[src/rtl/vote_logger.sv]
// vote_logger: four-candidate vote tally with single-press acceptance.
//
// A vote is accepted when exactly one candidate input is high while the
// logger is idle and in voting mode. Simultaneous presses are rejected.
// After an accept or a reject, the logger locks until every candidate
// input has been released.
//
// Optional feature (macro VOTE_SATURATE_EN):
//   defined   - a full tally holds at its maximum value on an accepted vote
//   undefined - a full tally wraps to zero on an accepted vote
//
// Ports:
//   clk                       system clock, rising edge
//   rst                       synchronous active-high reset
//   mode                      0 = voting, 1 = result display
//   cand1_vote..cand4_vote    qualified vote levels from the button stages
//   cand1_count..cand4_count  tallies (shown only when mode = 1, else zero)
//   vote_ack                  one-cycle pulse after an accepted vote
//   vote_reject               one-cycle pulse after a rejected multi-press
//   busy                      high while the logger is locked
module vote_logger #(
   parameter int unsigned COUNT_W = 8
) (
   input  logic               clk,
   input  logic               rst,
   input  logic               mode,
   input  logic               cand1_vote,
   input  logic               cand2_vote,
   input  logic               cand3_vote,
   input  logic               cand4_vote,
   output logic [COUNT_W-1:0] cand1_count,
   output logic [COUNT_W-1:0] cand2_count,
   output logic [COUNT_W-1:0] cand3_count,
   output logic [COUNT_W-1:0] cand4_count,
   output logic               vote_ack,
   output logic               vote_reject,
   output logic               busy
);

   localparam int unsigned NUM_CAND = 4;

   typedef enum logic {
      IDLE = 1'b0,
      LOCK = 1'b1
   } state_t;

   state_t                    state;
   state_t                    state_nxt;
   logic [NUM_CAND-1:0]       votes;
   logic                      any_vote;
   logic                      multi_vote;
   logic                      accept;
   logic                      reject;
   logic [COUNT_W-1:0]        tally [NUM_CAND];

   assign votes    = {cand4_vote, cand3_vote, cand2_vote, cand1_vote};
   assign any_vote = |votes;
   // Clearing the lowest set bit leaves a nonzero value only for two or more presses.
   assign multi_vote = |(votes & (votes - NUM_CAND'(1)));

   // Next tally value on an accepted vote.
   function automatic logic [COUNT_W-1:0] bump(input logic [COUNT_W-1:0] v);
`ifdef VOTE_SATURATE_EN
      return (v == {COUNT_W{1'b1}}) ? v : v + COUNT_W'(1);
`else
      return v + COUNT_W'(1);
`endif
   endfunction

   // State register.
   always_ff @(posedge clk) begin
      if (rst) state <= IDLE;
      else     state <= state_nxt;
   end

   // Next-state and accept/reject decode.
   always_comb begin
      state_nxt = state;
      accept    = 1'b0;
      reject    = 1'b0;
      case (state)
         IDLE: begin
            if (!mode && any_vote) begin
               state_nxt = LOCK;
               if (multi_vote) reject = 1'b1;
               else            accept = 1'b1;
            end
         end
         LOCK: begin
            // The lock releases on full release only, whatever the mode.
            if (!any_vote) state_nxt = IDLE;
         end
         default: state_nxt = IDLE;
      endcase
   end

   // Tallies and registered status pulses.
   always_ff @(posedge clk) begin
      if (rst) begin
         for (int i = 0; i < NUM_CAND; i++) tally[i] <= '0;
         vote_ack    <= 1'b0;
         vote_reject <= 1'b0;
         busy        <= 1'b0;
      end else begin
         for (int i = 0; i < NUM_CAND; i++) begin
            if (accept && votes[i]) tally[i] <= bump(tally[i]);
         end
         vote_ack    <= accept;
         vote_reject <= reject;
         busy        <= (state_nxt == LOCK);
      end
   end

   // Display gating follows mode without a clock delay.
   assign cand1_count = mode ? tally[0] : '0;
   assign cand2_count = mode ? tally[1] : '0;
   assign cand3_count = mode ? tally[2] : '0;
   assign cand4_count = mode ? tally[3] : '0;

endmodule
[config.mk]
export PLATFORM = sky130hd
export DESIGN_NAME = vote_logger
export DESIGN_NICKNAME = d
export VERILOG_FILES = /design/src/rtl/vote_logger.sv
export SDC_FILE = /design/constraint.sdc
export NUM_CORES = 1
export LEC_CHECK = 0
export BUFFER_PORTS_ARGS = -buffer_cell sky130_fd_sc_hd__buf_2
export CAP_MARGIN = 0
export CELL_PAD_IN_SITES_DETAIL_PLACEMENT = 0
export CELL_PAD_IN_SITES_GLOBAL_PLACEMENT = 1
export CORE_ASPECT_RATIO = 1.75
export CORE_MARGIN = 10
export CORE_UTILIZATION = 38
export DETAILED_ROUTE_END_ITERATION = 7
export PLACE_DENSITY_LB_ADDON = 0.1
export SLEW_MARGIN = 40
export SYNTH_ARGS = -nofsm -noshare
export SYNTH_HDL_FRONTEND = slang
export SYNTH_SLANG_ARGS = --single-unit
[constraint.sdc]
create_clock -name clk -period 1.5 [get_ports clk]
set_clock_uncertainty 0.1 [all_clocks]
set_input_delay 0.15 -clock clk [delete_from_list [all_inputs] [get_ports clk]]
set_output_delay 0.15 -clock clk [all_outputs]
set_load 0.05 [all_outputs]
# Word level (Yosys, flattened, before mapping)

Memories as Yosys holds them, arrays and structs flattened.
Index checks and enable logic that the tools add are counted.

Flip-flop bits (word level): 3
Memory bits (writable): 32
Input port bits: 7
Output and inout bits: 35
Logic and storage cells: 54
Memories kept: 1

Memories:

| memory | depth | bits a word | read ports | clocked after memory_dff | wr ports | RTL line | text |
|---|---|---|---|---|---|---|---|
| tally  | 4     | 8           | 4          | 0                        | 4        | 54       | `logic [COUNT_W-1:0] tally [NUM_CAND];` |

Add/subtract/negate cells: 5
Muxes and demuxes: 29
Bitwise operators: 7
Reductions and logical operators: 9

Operators by type and width:

| cell                                                               | number |
|---|---|
| 8-bit two-way mux                                                  | 8 |
| 8-bit by 1-bit adder with 8-bit output, second input constant      | 4 |
| 1-bit two-way mux                                                  | 20 |
| 4-bit OR reduction                                                 | 2 |
| 1-bit logical AND                                                  | 5 |
| 4-bit bitwise AND                                                  | 1 |
| 1-bit bitwise OR                                                   | 4 |
| 4-bit by 1-bit subtractor with 4-bit output, second input constant | 1 |
| 3-bit OR reduction                                                 | 1 |
| 1-bit inverter                                                     | 2 |
| 1-bit one-hot mux with 2 select lines                              | 1 |
| 1-bit logical NOT                                                  | 1 |

# Depth between registers and ports, before layout

Depth in word-level cells: 11
Mapped depth: 4
Mapped depth without buffers: 4

# Least setup slack after synthesis

OpenSTA, ideal clock, no wires.

Kind: reg2reg
Start point: register busy (netlist name)
End point: memory tally[1][0] (data pin)
Library setup time: 169 ps
Data arrival time: 1,499 ps
Data required time: 1,231 ps
Path slack: -268 ps
Stages on the path, launching flop included: 4
Buffers on the path: 0
Period minus slack after synthesis: 1,768 ps
Path through: dfxtp_1 > or3_4 > or3_4 > nor4b_2

RTL lines:

| item             | RTL line |
|---|---|
| end: declaration | 54 |

==> reports/metrics.yaml <==
status: "finished with violations"
violations: "negative setup slack"
arrival_ps: 1540
antenna_found_initial: 0
synthFlopType: "edfxtp_1"
vias_per_cell: 5.252
path_class: "reg -> reg"
fillers: 514
final.setup.tns_ps: -20.50
clk_path_buf_depth: 2
required_ps: 1520
drv_cap: 0
drt-initial-drc-count: 104
hold_viol: 0
place_hpwl_mm: 3.868
wire_per_inst_um: 15.19
synth_area_sq_um: 2038
synth_common_cells: "32 x edfxtp_1, 31 x and2_1, 18 x nor2_1"
yosysTopAreaCellShare: 0.4715
grt_pass1_vias: 1737
grt_first_pass_wirelength_mm: 8.342
ys_warn_count: 0
fin_nets: 285
track_usage: 0.1206
die_area_sq_um: 8808
htree_levels: 2
tightest_slew_ps: 313.4
slew_headroom: 0.7881
die_h_um: 116.9
drt.antenna.violating_nets: 0
cts_tree: "yes"
startpoint_type: "flip-flop"
vias: 1733
cts_buffers: 5
rows: 35
hp-class: "in -> reg"
fmax_mhz: 657.7
cp_max_fo: 2
clkTransAtPathRegs_ps: 70
setup_viol: 1
finalCritPeriodShare: 1.014
syn_area_per_cell_sq_um: 10.29
grt_max_degree: 23
dp_worst_setup_slack_ps: -20.81
powerDensity_nw_per_um2: 812.4
yosysUniqueCellTypes: 29
yosysTopAreaCell: "edfxtp_1"
syn_to_final_growth_pct: 34.38
io_pins: 42
overflow: 0
port_buffers: 41
final.min_clock_period_ps: 1520
cts_sinks: 35
rsz0062_at_grt: "yes"
drt-total-wl_mm: 5.012
synth-edff-count: 32
place_congestion: 0.7544
peakVddDrop_uv: 434.1
async_reset_ff_frac: 0
layout_setup_ws_ps: -20.50
p_leak_nw: 1.120
cts-root-buf: "clkbuf_8"
drive_above_1_share: 0.3818
clock_latency_ps: 290
start_util: 0.3879
syn_nets: 209
yosysMostFrequentCell: "edfxtp_1"
ys_seq_area_frac: 0.5009
synth_area_leaders: "edfxtp_1 47%, and2_1 9.5%, or3_1 3.7%"
die_x_um: 75.36
final_max_slew_viol_count: 0
dr.pass1.iters: 4
core_area_sq_um: 5255
syn_inst: 198
route.detailed.drc: 0
holdWs_ps: 109.6
diodes: 0
ys_ff_latch: 35
crit_path_end_kind: "flip-flop"
## layout make-up
type | instances | area [sq um] | share of cell area
sequential | 35 | 1025 | 0.3741
inverter | 3 | 11.26 | 0.004111
tap | 55 | 68.82 | 0.02513
clock inverter | 3 | 15.01 | 0.005482
multi-input combinational | 153 | 1015 | 0.3705
timing repair buffer | 76 | 535.5 | 0.1955
clock buffer | 5 | 68.82 | 0.02513
## sequential cells by signal, summed over array words and instances, names as in the netlist
register	flops
tally	32
busy	1
vote_ack	1
vote_reject	1
## routing by layer
metal / wire length (um) / track usage
met1: 1886 / 0.1304
met2: 2720 / 0.2142
met3: 332 / 0.03038
met4: 72 / 0.04857
met5: 0 / 0
## per-stage QoR
step           utilization  power, mW  cells  instance area [sq um]
5_1_grt             0.5212      2.322    330                   2739
4_1_cts             0.5021      2.238    325                   2639
2_1_floorplan            -      1.409    198                   2042
6_report            0.5212      2.225    330                   2739
3_5_place_dp        0.4862      1.565    317                   2555
3_3_place_gp        0.4862      1.564    317                   2555
## path summary, 6_finish.rpt
kind                         from                         to  slack, ps  cells past startpoint
setup / recovery  busy$_SDFF_PP0_  tally[1][0]$_SDFFCE_PN0P_        -20                      3
hold reg to reg   busy$_SDFF_PP0_        vote_ack$_SDFF_PP0_        530                      3
hold / removal                rst            busy$_SDFF_PP0_        110                      3
setup reg to reg  busy$_SDFF_PP0_  tally[1][0]$_SDFFCE_PN0P_        -20                      3
## where the power goes
part           internal (mW)  switching, mW
Sequential              1.10         0.0348
Combinational          0.157          0.266
Clock                  0.318          0.348
## repair_timing
action                                  CTS  global route
setup buffers                             0             5
resized for setup                         0            23
pin swaps                                 0             2
hold buffers                              0             0
endpoints found under the setup margin    1            50
## critical path, cell delays in order (launching register included)
cell and delay (ps):
dfxtp_4 340, or3_4 320, or3_4 350, nor4b_2 240
## logic make-up (layout without fill, tap and decap cells)
kind of cell / after synthesis / in the layout / synth area share
compound gates: 33 / 33 / 0.09270
xor+xnor: 13 / 13 / 0.05586
fa+ha+maj: 4 / 4 / 0.02456
buf+inv: 10 / 87 / 0.02332
flops: 35 / 35 / 0.5009
simple gates: 103 / 103 / 0.3026
## cell usage in the layout, fill, tap and decap left out, types with 5 or more instances in the layout
master / netlist / layout
nor2_1: 18 / 17
or3_1: 12 / 12
buf_2: 2 / 37
edfxtp_1: 32 / 32
o21ai_0: 12 / 12
nand2_1: 10 / 6
nand3_1: 13 / 11
xnor2_1: 5 / 5
a21oi_1: 13 / 13
clkbuf_8: 0 / 5
xor2_1: 8 / 8
and2_1: 31 / 30
buf_4: 0 / 33
Note: power is estimated with default switching activity, not from simulation.
